[src/rtl/mem_pkg.sv]
// Shared definitions for the main_memory request controller.
//   ADDR_W_DEF / DATA_W_DEF : default address and data widths (match main_memory)
//   state_t                 : controller FSM state encoding
package mem_pkg;

    localparam int unsigned ADDR_W_DEF = 16;
    localparam int unsigned DATA_W_DEF = 16;

    typedef enum logic [2:0] {
        StIdle   = 3'd0,
        StIssueW = 3'd1,
        StIssueR = 3'd2,
        StWait   = 3'd3,
        StResp   = 3'd4
    } state_t;

endpackage

[src/rtl/req_fifo.sv]
// In-order synchronous request FIFO.
//   clk, reset       : clock (rising edge), asynchronous active-low reset
//   push, wdata      : write side; push is ignored while full
//   pop, rdata       : read side; rdata is the current head, pop is ignored while empty
//   full, empty      : occupancy flags derived from count
//   count            : number of stored entries (0..DEPTH)
module req_fifo #(
    parameter int unsigned WIDTH = 33,
    parameter int unsigned DEPTH = 4
) (
    input  logic                           clk,
    input  logic                           reset,
    input  logic                           push,
    input  logic [WIDTH-1:0]               wdata,
    input  logic                           pop,
    output logic [WIDTH-1:0]               rdata,
    output logic                           full,
    output logic                           empty,
    output logic [$clog2(DEPTH+1)-1:0]     count
);

    localparam int unsigned PTR_W = $clog2(DEPTH);
    localparam int unsigned CNT_W = $clog2(DEPTH + 1);

    logic [WIDTH-1:0] mem [DEPTH];
    logic [PTR_W-1:0] wr_ptr;
    logic [PTR_W-1:0] rd_ptr;
    logic             do_push;
    logic             do_pop;

    assign full    = (count == CNT_W'(DEPTH));
    assign empty   = (count == '0);
    // A full FIFO refuses a push even when a pop frees a slot in the same cycle.
    assign do_push = push & ~full;
    assign do_pop  = pop & ~empty;
    assign rdata   = mem[rd_ptr];

    // Storage carries no reset; only the pointers and count define validity.
    always_ff @(posedge clk) begin
        if (do_push) begin
            mem[wr_ptr] <= wdata;
        end
    end

    // DEPTH is a power of two, so pointers wrap by natural overflow.
    always_ff @(posedge clk or negedge reset) begin
        if (!reset) begin
            wr_ptr <= '0;
            rd_ptr <= '0;
            count  <= '0;
        end else begin
            if (do_push) begin
                wr_ptr <= wr_ptr + PTR_W'(1);
            end
            if (do_pop) begin
                rd_ptr <= rd_ptr + PTR_W'(1);
            end
            if (do_push && !do_pop) begin
                count <= count + CNT_W'(1);
            end else if (!do_push && do_pop) begin
                count <= count - CNT_W'(1);
            end
        end
    end

endmodule

[src/rtl/mem_req_ctrl.sv]
// Request controller in front of main_memory.
//   clk, reset                       : clock (rising edge), asynchronous active-low reset
//   req_valid/req_ready              : core request handshake
//   req_write, req_addr, req_wdata   : request payload (store data ignored for loads)
//   resp_valid/resp_ready, resp_rdata: load response channel
//   mem_address, mem_data_in         : registered address/data to main_memory
//   mem_write_enable/mem_read_enable : registered single-cycle memory strobes
//   mem_data_out                     : memory read data, valid the cycle after a read strobe
//   idle                             : nothing queued, in flight, or awaiting acceptance
module mem_req_ctrl
    import mem_pkg::*;
#(
    parameter int unsigned ADDR_W     = ADDR_W_DEF,
    parameter int unsigned DATA_W     = DATA_W_DEF,
    parameter int unsigned FIFO_DEPTH = 4
) (
    input  logic              clk,
    input  logic              reset,
    input  logic              req_valid,
    output logic              req_ready,
    input  logic              req_write,
    input  logic [ADDR_W-1:0] req_addr,
    input  logic [DATA_W-1:0] req_wdata,
    output logic              resp_valid,
    input  logic              resp_ready,
    output logic [DATA_W-1:0] resp_rdata,
    output logic [ADDR_W-1:0] mem_address,
    output logic [DATA_W-1:0] mem_data_in,
    output logic              mem_write_enable,
    output logic              mem_read_enable,
    input  logic [DATA_W-1:0] mem_data_out,
    output logic              idle
);

    localparam int unsigned ENTRY_W = 1 + ADDR_W + DATA_W;
    localparam int unsigned CNT_W   = $clog2(FIFO_DEPTH + 1);

    state_t             state;
    logic [ENTRY_W-1:0] fifo_wdata;
    logic [ENTRY_W-1:0] fifo_rdata;
    logic               fifo_full;
    logic               fifo_empty;
    logic [CNT_W-1:0]   fifo_count;
    logic               issue;
    logic               head_write;
    logic [ADDR_W-1:0]  head_addr;
    logic [DATA_W-1:0]  head_wdata;

    assign fifo_wdata = {req_write, req_addr, req_wdata};
    assign head_write = fifo_rdata[ENTRY_W-1];
    assign head_addr  = fifo_rdata[ADDR_W+DATA_W-1:DATA_W];
    assign head_wdata = fifo_rdata[DATA_W-1:0];

    req_fifo #(
        .WIDTH (ENTRY_W),
        .DEPTH (FIFO_DEPTH)
    ) u_req_fifo (
        .clk   (clk),
        .reset (reset),
        .push  (req_valid & req_ready),
        .wdata (fifo_wdata),
        .pop   (issue),
        .rdata (fifo_rdata),
        .full  (fifo_full),
        .empty (fifo_empty),
        .count (fifo_count)
    );

    // req_ready comes straight from the registered count, so no combinational
    // path exists from any input to it.
    assign req_ready = ~fifo_full;
    assign idle      = (fifo_count == '0) & (state == StIdle) & ~resp_valid;

    // Pop the head whenever the FSM is free to start a new access this cycle.
    always_comb begin
        issue = 1'b0;
        unique case (state)
            StIdle, StIssueW: issue = ~fifo_empty;
            StResp:           issue = resp_ready & ~fifo_empty;
            default:          issue = 1'b0;
        endcase
    end

    always_ff @(posedge clk or negedge reset) begin
        if (!reset) begin
            state            <= StIdle;
            resp_valid       <= 1'b0;
            resp_rdata       <= '0;
            mem_address      <= '0;
            mem_data_in      <= '0;
            mem_write_enable <= 1'b0;
            mem_read_enable  <= 1'b0;
        end else begin
            mem_write_enable <= 1'b0;
            mem_read_enable  <= 1'b0;

            unique case (state)
                StIdle, StIssueW: state <= StIdle;
                StIssueR:         state <= StWait;
                StWait: begin
                    resp_rdata <= mem_data_out;
                    resp_valid <= 1'b1;
                    state      <= StResp;
                end
                StResp: begin
                    if (resp_ready) begin
                        resp_valid <= 1'b0;
                        state      <= StIdle;
                    end
                end
                default: state <= StIdle;
            endcase

            // Starting an access overrides the fall-back transition above.
            if (issue) begin
                mem_address <= head_addr;
                if (head_write) begin
                    mem_data_in      <= head_wdata;
                    mem_write_enable <= 1'b1;
                    state            <= StIssueW;
                end else begin
                    mem_read_enable <= 1'b1;
                    state           <= StIssueR;
                end
            end
        end
    end

endmodule
[config.mk]
export PLATFORM = sky130hd
export DESIGN_NAME = mem_req_ctrl
export DESIGN_NICKNAME = d
export VERILOG_FILES = /design/src/rtl/mem_pkg.sv /design/src/rtl/req_fifo.sv /design/src/rtl/mem_req_ctrl.sv
export SDC_FILE = /design/constraint.sdc
export NUM_CORES = 1
export LEC_CHECK = 0
export ABC_CLOCK_PERIOD_IN_PS = 7150
export BUFFER_PORTS_ARGS = -buffer_cell sky130_fd_sc_hd__buf_4
export CAP_MARGIN = 5
export CORE_MARGIN = 1
export CORE_UTILIZATION = 45
export DETAILED_ROUTE_END_ITERATION = 8
export HOLD_SLACK_MARGIN = 0.12
export MAX_ROUTING_LAYER = met4
export PLACE_DENSITY = 0.68
export SYNTH_ARGS = -nofsm -noshare
export SYNTH_HDL_FRONTEND = slang
export SYNTH_HIERARCHICAL = 1
export SYNTH_SLANG_ARGS = --single-unit
[constraint.sdc]
create_clock -name clk -period 7.15 [get_ports clk]
set_input_delay 1.43 -clock clk [delete_from_list [all_inputs] [get_ports clk]]
set_output_delay 1.43 -clock clk [all_outputs]
set_load 0.03 [all_outputs]
==> impl_metrics.toml, run 1 <==
[run_status]
status = "complete, no violations"

[global_route]
grt_pass1_wl_mm = 19.3
grt_max_degree = 62
grt_pass1_vias = 3556
antenna_found_initial = 0
grt_util_all_layers = 0.165
overflow = 0

[hold_path]
hold_end = "mem_data_in[7]"
hold_path_depth = 1
hold_start = "mem_data_in[7]"
hold_class = "reg -> reg"

[clock_tree]
post_cts_buffers = 0
numCtsBuffers = 17
insertion_delay_ps = 420
cts.path.max_buffers = 2
holdBufCountCts = 0
root_buffer = "clkbuf_16"
cts_resized = 0
htree_levels = 4
cts_tree = "done"
clk_pin_slew_ps = 60
cts.sinks = 193

[critical_path]
r2r_start = "u_req_fifo/count[0]"
r2r_end = "u_req_fifo/count[2]"
cp_slowest_cell = "or4_1"
cpLargestDelayFamily = "simple AND/OR/NAND/NOR gates"
start_kind = "register"
critPathKind = "reg -> out"
critPathBufInv = 1
cp.arrival_ps = 1820
end_kind = "primary output"
critPathMaxStageDelay_ps = 540
crit_required_ps = 5720
path_cells = "or4_1 -> nor4_1 -> buf_4"
cp_max_fo = 6
r2r_setup_slack_ps = 4420
reg2reg_depth = 11

[timing]
slew_headroom = 0.346
fmax_mhz = 308
setup_slack_ps = 3900
fin_crit_sh = 0.454
finalHoldViolations = 0
worst_slew_pin_slew_ps = 981
finClkSkew_ps = 9.33
maxSlewViolCount = 0
finalSetupViolCount = 0
finalSetupTns_ps = 0
rsz0062_at_grt = "false"
layout_min_cycle_time_ps = 3250

[synth]
syn_avg_cell_area_um2 = 21.8
ys_seq_elements = 193
synth_cell_types = 30
yosys_warnings = 6
async_reset_ff_frac = 0.316
synth_top_area_frac = 0.543
synth_flop_cell = "edfxtp_1"
syn_area_mm2 = 0.00730
synth_nets = 394
synth_top_cell_by_area = "edfxtp_1"
synthCells = 335
yosysSeqAreaShare = 0.752
netlist_top_cells_area = "edfxtp_1, dfrtp_1, mux4_2, mux2_2, mux4_1"
synth-edff-count = 132

[floorplanning]
die_width_um = 129
core-area_mm2 = 0.0159
start_util = 0.459
io_pins = 106
die_area_mm2 = 0.0167
num_rows = 46
die_height_um = 129

[drt]
drc = 0
via_per_inst = 5.08
initialDrtViolationCount = 190
wire_per_inst_um = 18.3
dr.pass1.iters = 4
routed-via-count = 3443
detail-route-antenna-nets = 0
wl_mm = 12.4

[layout]
fill_cells = 1244
antenna_cells = 0
syn2layout_area_growth_pct = 20.9
stdcell_area_mm2 = 0.00882
regArea_mm2 = 0.00549
multiInputGateArea_mm2 = 0.00165
layout-drive-gt1-share = 0.483
final_nets = 508

[pwr]
power.density_mw_per_mm2 = 472
power_leakage_nw = 3.32
irDropWorstVdd_mv = 0.210

[place]
gp_congestion = 0.721
pre_cts_ws_ps = 3530
place_area_mm2 = 0.00825
numPortBuffers = 105
hpwlAfterDp_mm = 7.54

[job]
maxCapViolCount = 0
[synthesized netlist by cell type (all sizes together) (2+ instances only)]
master,instances
mux4,33
nand2,2
nor2b,2
xnor2,4
nand3,2
nor2,2
edfxtp,132
ha,5
xor2,2
or3,2
a21oi,2
or4,2
buf,12
mux2,50
o21ai,3
dfrtp,61
and2,4
inv,9
[worst reg2reg max path: cells and delay by family, from the launching register on]
kind | cells | cell delay [ps]
adders and majority gates | 2 | 560
and+or+nand+nor | 3 | 750
DFF | 1 | 460
buffers and inverters | 3 | 410
xor gates and xnor gates | 2 | 310
AOI/OAI and AO/OA | 1 | 180
[worst max-delay path by stage]
stage / from / end / slack, ps / cells past startpoint
2_1_floorplan: state[1] / idle / 3870 / 2
6_report: state[1] / idle / 3900 / 3
5_1_grt: state[1] / idle / 3820 / 3
4_1_cts: state[1] / idle / 3880 / 3
3_3_place_gp: resp_ready / u_req_fifo/count[1] / 3610 / 9
3_5_place_dp: resp_ready / u_req_fifo/count[1] / 3530 / 9
[metal layers]
layer  vias up  track usage  wire length (um)
li1       1549            -                 -
met1      1796        0.208              5440
met2        88        0.259              6250
met3        10       0.0392               608
met4         0       0.0671               125
met5         -            -                 0
[registers in the layout (all words and copies together), names as in the netlist]
register           cells
u_req_fifo/rd_ptr      2
mem_address           16
u_req_fifo/count       3
mem_data_in           16
state                  3
resp_valid             1
resp_rdata            16
u_req_fifo/mem       132
mem_write_enable       1
mem_read_enable        1
u_req_fifo/wr_ptr      2
[cell type report]
| cell class | count | share of cell area |
|---|---|---|
| Sequential cell | 193 | 0.622 |
| Multi-Input combinational cell | 121 | 0.187 |
| Timing Repair Buffer | 107 | 0.0910 |
| Clock buffer | 21 | 0.0522 |
| Tap cell | 216 | 0.0306 |
| Clock inverter | 11 | 0.0126 |
| Inverter | 9 | 0.00383 |
[logic make-up (layout without fill, tap and decap cells)]
| group | Yosys count | after routing | share of synthesized area |
|---|---|---|---|
| compound gates | 7 | 7 | 0.00840 |
| buf+inv | 21 | 148 | 0.0219 |
| mux | 83 | 83 | 0.182 |
| fa+ha+maj | 6 | 6 | 0.0113 |
| xor+xnor | 6 | 6 | 0.00720 |
| flops | 193 | 193 | 0.752 |
| simple gates | 19 | 19 | 0.0168 |
[power breakdown]
| part | internal (W) | switching [W] |
|---|---|---|
| logic | 0.000712 | 0.000792 |
| clock network | 0.000530 | 0.000380 |
| registers | 0.00156 | 0.000186 |
[placed cells by master (no fill, tap or decap), types with 3 or more instances in the layout]
cell type / n
and2_2: 4
buf_4: 107
clkbuf_16: 17
clkinv_2: 4
dfrtp_1: 59
edfxtp_1: 132
ha_1: 5
inv_1: 8
mux2_2: 49
mux4_1: 5
mux4_2: 28
o21ai_0: 3
xnor2_1: 4
[per-stage QoR]
| stage | power [W] | util | cells | hold WS [ps] |
|---|---|---|---|---|
| finish | 0.00416 | 0.556 | 678 | 506 |
| global route | 0.00438 | 0.556 | 678 | 528 |
| CTS | 0.00422 | 0.556 | 678 | 511 |
| detailed placement | 0.00331 | 0.520 | 646 | 496 |
| global placement | 0.00326 | 0.520 | 646 | 488 |
| floorplan | 0.00285 | - | 335 | 460 |
No activity file was read; power rests on OpenSTA's default activity.
==> run 2, diff against run 1 <==
Settings changed: ABC_AREA from default to 1, ABC_CLOCK_PERIOD_IN_PS 7150 to 3000.
Clock period 7.15 ns to 3 ns, I/O delays scaled along.
==> run 2 against run 1 <==
Global-route usage is 1.7 points higher. Die area is 10% higher. Non-clock buffer count grew 6. Final area is 9.8% higher. Largest power group is now combinational logic.
==> impl_metrics.toml, run 2 <==
[layout]
layout-drive-gt1-share = 0.242
largest_reg_flops = 132
antenna_cells = 0
largest_register = "u_req_fifo/mem"
final_nets = 843
most-common-layout-cells = "nand2_1, edfxtp_1, buf_4, inv_1, dfrtp_1"
syn2layout_area_growth_pct = 20.4
mostFrequentLayoutCell = "nand2_1"

[clock_tree]
cts.sinks = 193
insertion_delay_ps = 430
post_cts_buffers = 0
holdBufCountCts = 0
root_buffer = "clkbuf_16"
numCtsBuffers = 17
cts.path.max_buffers = 2
clk_pin_slew_ps = 70
cts_resized = 0
htree_levels = 4
cts_tree = "done"

[place]
pre_cts_ws_ps = 659
numPortBuffers = 105
hpwlAfterDp_mm = 9.50
gp_congestion = 0.788

[pwr]
power_leakage_nw = 4.35
irDropWorstVdd_mv = 0.616
power.density_mw_per_mm2 = 1130

[run_status]
status = "complete, no violations"

[drt]
initialDrtViolationCount = 241
drc = 0
routed-via-count = 4972
wire_per_inst_um = 14.9
dr.pass1.iters = 5
routed-wl-met3_um = 631
via_per_inst = 4.86
detail-route-antenna-nets = 0
wl_met2_mm = 7.28
wl_mm = 15.2
top_layer = "met4"
wirelength_met1_mm = 6.98

[synth]
synth_flop_cell = "edfxtp_1"
ys_seq_elements = 193
yosysSeqAreaShare = 0.683
synthCells = 684
synth_nets = 743
async_reset_ff_frac = 0.316
synth_top_cell_by_area = "edfxtp_1"
synth-edff-count = 132
netlist_top_cells_area = "edfxtp_1, dfrtp_1, nand2_1, o211ai_2, inv_1"
synth.most_common_cell = "nand2_1"
synth_cell_types = 25
synth_commonest_cells = "nand2_1, edfxtp_1, inv_1, dfrtp_1, nand3_1"
syn_avg_cell_area_um2 = 11.8
yosys_warnings = 6
syn_area_mm2 = 0.00804
synth_top_area_frac = 0.493

[critical_path]
start_kind = "register"
cp_common_cell = "nand2_1"
cp.arrival_ps = 2730
end_kind = "register"
cp_max_fo = 7
path_cells = "inv_2 -> nand3_1 -> inv_1 -> nor2_1 -> nand2_1 -> inv_1 -> ha_1 -> inv_1 -> fa_1 -> nand2_1 -> nand3_1 -> nand2_1 -> nand2_1"
critPathKind = "reg -> reg"
critPathMaxStageDelay_ps = 450
cp_slowest_cell = "dfrtp_1"
crit_required_ps = 3330

[floorplanning]
io_pins = 106
die_height_um = 136
core-area_mm2 = 0.0174
start_util = 0.463
num_rows = 48
die_area_mm2 = 0.0184
die_width_um = 136

[hold_path]
hold_class = "in -> async"

[timing]
finalHoldViolations = 0
maxSlewViolCount = 0
worst_slew_pin_slew_ps = 954
fin_crit_sh = 0.799
slew_headroom = 0.362
fmax_mhz = 417
layout_min_cycle_time_ps = 2400
finalSetupTns_ps = 0
finClkSkew_ps = 9.88
rsz0062_at_grt = "false"
setup_slack_ps = 604
finalSetupViolCount = 0

[global_route]
grt_util_all_layers = 0.182
overflow = 0
grt_max_degree = 87
grt_pass1_wl_mm = 24.6
antenna_found_initial = 0
grt_pass1_vias = 4876

[job]
maxCapViolCount = 0
==> run 2: metal layers <==
layer | global-route usage | vias to the layer above
met3 | 0.0296 | 23
met4 | 0.0843 | 0
met5 | - | -
met1 | 0.230 | 2354
met2 | 0.287 | 123
li1 | - | 2472
==> run 2: layout make-up <==
| cell class | instances | area (um2) |
|---|---|---|
| sequential | 193 | 5490 |
| inverter | 107 | 407 |
| clock inverter | 15 | 254 |
| fill | 1411 | 7670 |
| multi-input combinational | 352 | 1950 |
| timing repair buffer | 113 | 873 |
| tap | 225 | 282 |
| clock buffer | 17 | 425 |
==> run 2: path summary, 6_finish.rpt <==
| kind | slack [ps] | end | depth (start not counted) | startpoint |
|---|---|---|---|---|
| min | 250 | u_req_fifo/count[0] | 1 | reset |
| min in group clk | 360 | u_req_fifo/mem[0][8] | 1 | req_wdata[8] |
| min reg2reg | 480 | mem_data_in[9] | 2 | mem_data_in[9] |
| max | 600 | u_req_fifo/count[2] | 13 | u_req_fifo/count[0] |
| max reg2reg | 600 | u_req_fifo/count[2] | 13 | u_req_fifo/count[0] |
| max in group asynchronous | 2170 | u_req_fifo/rd_ptr[1] | 1 | reset |
==> run 2: kinds of logic (layout without fill, tap and decap cells) <==
family | Yosys count | in the layout | synth area share
AND/OR/NAND/NOR | 260 | 260 | 0.134
flip-flops | 193 | 193 | 0.683
buffers and inverters | 139 | 252 | 0.0781
AO/OA/AOI/OAI | 85 | 85 | 0.0940
adder cells (fa/ha/maj) | 6 | 6 | 0.0103
XOR/XNOR | 1 | 1 | 0.00109
==> run 2: stage by stage <==
stage	instances	hold slack (ps)	power [W]	cell area, um2	utilization
3_3_place_gp	990	457	0.00831	9010	0.519
5_1_grt	1022	326	0.0116	9690	0.558
3_5_place_dp	990	459	0.00845	9010	0.519
6_report	1022	250	0.0109	9690	0.558
2_1_floorplan	684	304	0.00722	8040	-
4_1_cts	1022	278	0.0110	9690	0.558
==> run 2: worst max-delay path: cells and delay by family, from the launching register on <==
kind	cells	cell delay, ps
simple gates	7	940
fa+ha+maj	2	540
flops	1	450
buf+inv	4	360
==> run 2: where the power goes <==
group	switching (W)	leakage, nW	internal [W]
clock network	0.000983	0.317	0.00157
registers	0.000372	1.95	0.00368
logic	0.00292	2.08	0.00141
==> run 3, diff against run 2 <==
Settings changed: ABC_CLOCK_PERIOD_IN_PS 3000 to 2100, PLACE_DENSITY 0.68 to 0.7.
Clock period 3 ns to 2.1 ns, I/O delays scaled along.
==> run 3 against run 2 <==
Clock-buffer cell count is 5 higher. Final area is 1.1% higher. Sequential power is 42% higher. Via count is 1.8% higher. Routed wire length is 1.9% higher. Clock skew is 4.1 ps lower. Highest routed layer unchanged. Sequential cell count stayed put. Worst setup slack worse by 530 ps. First-iteration DRC count is 53% higher. Critical endpoint unchanged. Final cell count is 1.8% higher. Total power is 41% higher. Utilization is 0.59 points higher.
==> impl_metrics.toml, run 3 (synthesized netlist as in run 2, its figures left out) <==
[critical_path]
cp_slowest_cell = "dfrtp_1"
path_cells = "inv_1 -> nand3_2 -> inv_2 -> inv_1 -> nand2_4 -> nand2_4 -> nand2_2 -> ha_1 -> inv_1 -> fa_1 -> nand2_1 -> nand3_1 -> nand2_1 -> nand2_1"
critPathMaxStageDelay_ps = 430
crit_required_ps = 2410
critPathKind = "reg -> reg"
start_kind = "register"
cp.arrival_ps = 2340
end_kind = "register"
cp_max_fo = 4

[layout]
largest_reg_flops = 132
antenna_cells = 0
mostFrequentLayoutCell = "nand2_1"
most-common-layout-cells = "nand2_1, edfxtp_1, buf_4, inv_1, dfrtp_1"
largest_register = "u_req_fifo/mem"
layout-drive-gt1-share = 0.261
syn2layout_area_growth_pct = 21.7
final_nets = 861

[pwr]
power_leakage_nw = 4.41
irDropWorstVdd_mv = 0.747
p_int_w = 0.00923
power.density_mw_per_mm2 = 1570
swShare = 0.400
p_clk_frac = 0.201
net-switching-power_w = 0.00615
combPwrFrac = 0.424
p_seq_frac = 0.375
p_total_w = 0.0154

[run_status]
status = "complete, no violations"

[clock_tree]
cts.sinks = 193
numCtsBuffers = 17
root_buffer = "clkbuf_16"
htree_levels = 4
clk_pin_slew_ps = 70
insertion_delay_ps = 430
cts.path.max_buffers = 2
cts_tree = "done"

[global_route]
use_met3 = 0.0415
busiest_layer = "met2"
grt_pass1_wl_mm = 24.5
met2_usage = 0.299
overflow = 0
grt_pass1_vias = 4852
grt_util_all_layers = 0.185
grtUsageMet1 = 0.226
antenna_found_initial = 0
grt_max_degree = 61

[place]
pre_cts_ws_ps = 93.9
hpwlAfterDp_mm = 9.91
numPortBuffers = 105
gp_congestion = 0.783

[floorplanning]
start_util = 0.463
die_height_um = 136
core-area_mm2 = 0.0174
io_pins = 106
die_width_um = 136
die_area_mm2 = 0.0184
num_rows = 48

[timing]
fin_crit_sh = 0.965
setup_slack_ps = 73.6
fmax_mhz = 493
finClkSkew_ps = 5.81
finalSetupViolCount = 0
finalHoldViolations = 0
worst_slew_pin_slew_ps = 457
slew_headroom = 0.696
maxSlewViolCount = 0
rsz0062_at_grt = "true"
layout_min_cycle_time_ps = 2030

[drt]
wl_mm = 15.5
routed-via-count = 5060
dr.pass1.iters = 4
detail-route-antenna-nets = 0
initialDrtViolationCount = 368
drc = 0
via_per_inst = 4.87
wire_per_inst_um = 14.9

[job]
maxCapViolCount = 0

[hold_path]
hold_class = "in -> reg"
run 3: cell types whose count changed in the layout (fill, tap and decap cells not counted), sizes merged:
cell         previous run  this run
bufinv                  6         1
dlygate4sd3             0         1
clkinv                  1         4
inv                   111       109
clkinvlp                4         3
clkbuf                 17        22
buf                   113       130
run 3: worst paths after layout:
check	cells past startpoint	slack, ps	endpoint	startpoint
setup reg to reg	14	70	u_req_fifo/count[2]	u_req_fifo/count[2]
hold / removal	1	190	u_req_fifo/mem[0][8]	req_wdata[8]
hold reg to reg	2	480	mem_data_in[2]	mem_data_in[2]
setup / recovery	14	70	u_req_fifo/count[2]	u_req_fifo/count[2]
min in group asynchronous	2	490	resp_rdata[1]	reset
max in group asynchronous	3	1090	u_req_fifo/rd_ptr[1]	reset
run 3: cell type report:
cell class,instances,area (um2)
Tap cell,225,282
Clock buffer,22,474
Sequential cell,193,5490
Fill cell,1433,7570
Clock inverter,10,101
Inverter,107,407
Timing Repair Buffer,131,1060
Multi-Input combinational cell,352,1970
run 3: power groups by stage:
stage / clock network, W / registers [W] / logic (W)
3_3_place_gp: 0 / 0.00581 / 0.00640
6_report: 0.00309 / 0.00577 / 0.00653
4_1_cts: 0.00315 / 0.00577 / 0.00656
3_5_place_dp: 0 / 0.00584 / 0.00654
2_1_floorplan: 0 / 0.00668 / 0.00364
5_1_grt: 0.00327 / 0.00587 / 0.00720
run 3: per-stage QoR:
stage	TNS (ps)	cells	utilization	hold WS, ps	cell area, um2
after detailed placement	0	1006	0.529	406	9180
final	0	1040	0.564	187	9790
after global routing	-26.6	1040	0.564	167	9790
after floorplan	-24380	684	-	124	8060
after CTS	0	1039	0.563	166	9760
after global placement	0	1006	0.529	400	9180
run 3: worst max-delay path: cells and delay by family, from the launching register on:
kind	cells	cell delay, ps
flip-flops	1	430
adder cells (fa/ha/maj)	2	540
buffers and inverters	4	330
AND/OR/NAND/NOR	8	620
run 3: layer usage:
metal	vias to the layer above	routed length (um)
li1	2516	-
met1	2417	6920
met2	111	7640
met3	16	716
met4	0	221
met5	-	0
run 3: repair_timing:
action | in CTS | in global routing
resized for setup | 0 | 6
hold endpoints to repair | 33 | 0
buffers inserted | 0 | 1
hold buffers | 1 | 0
setup endpoints to repair | 0 | 4
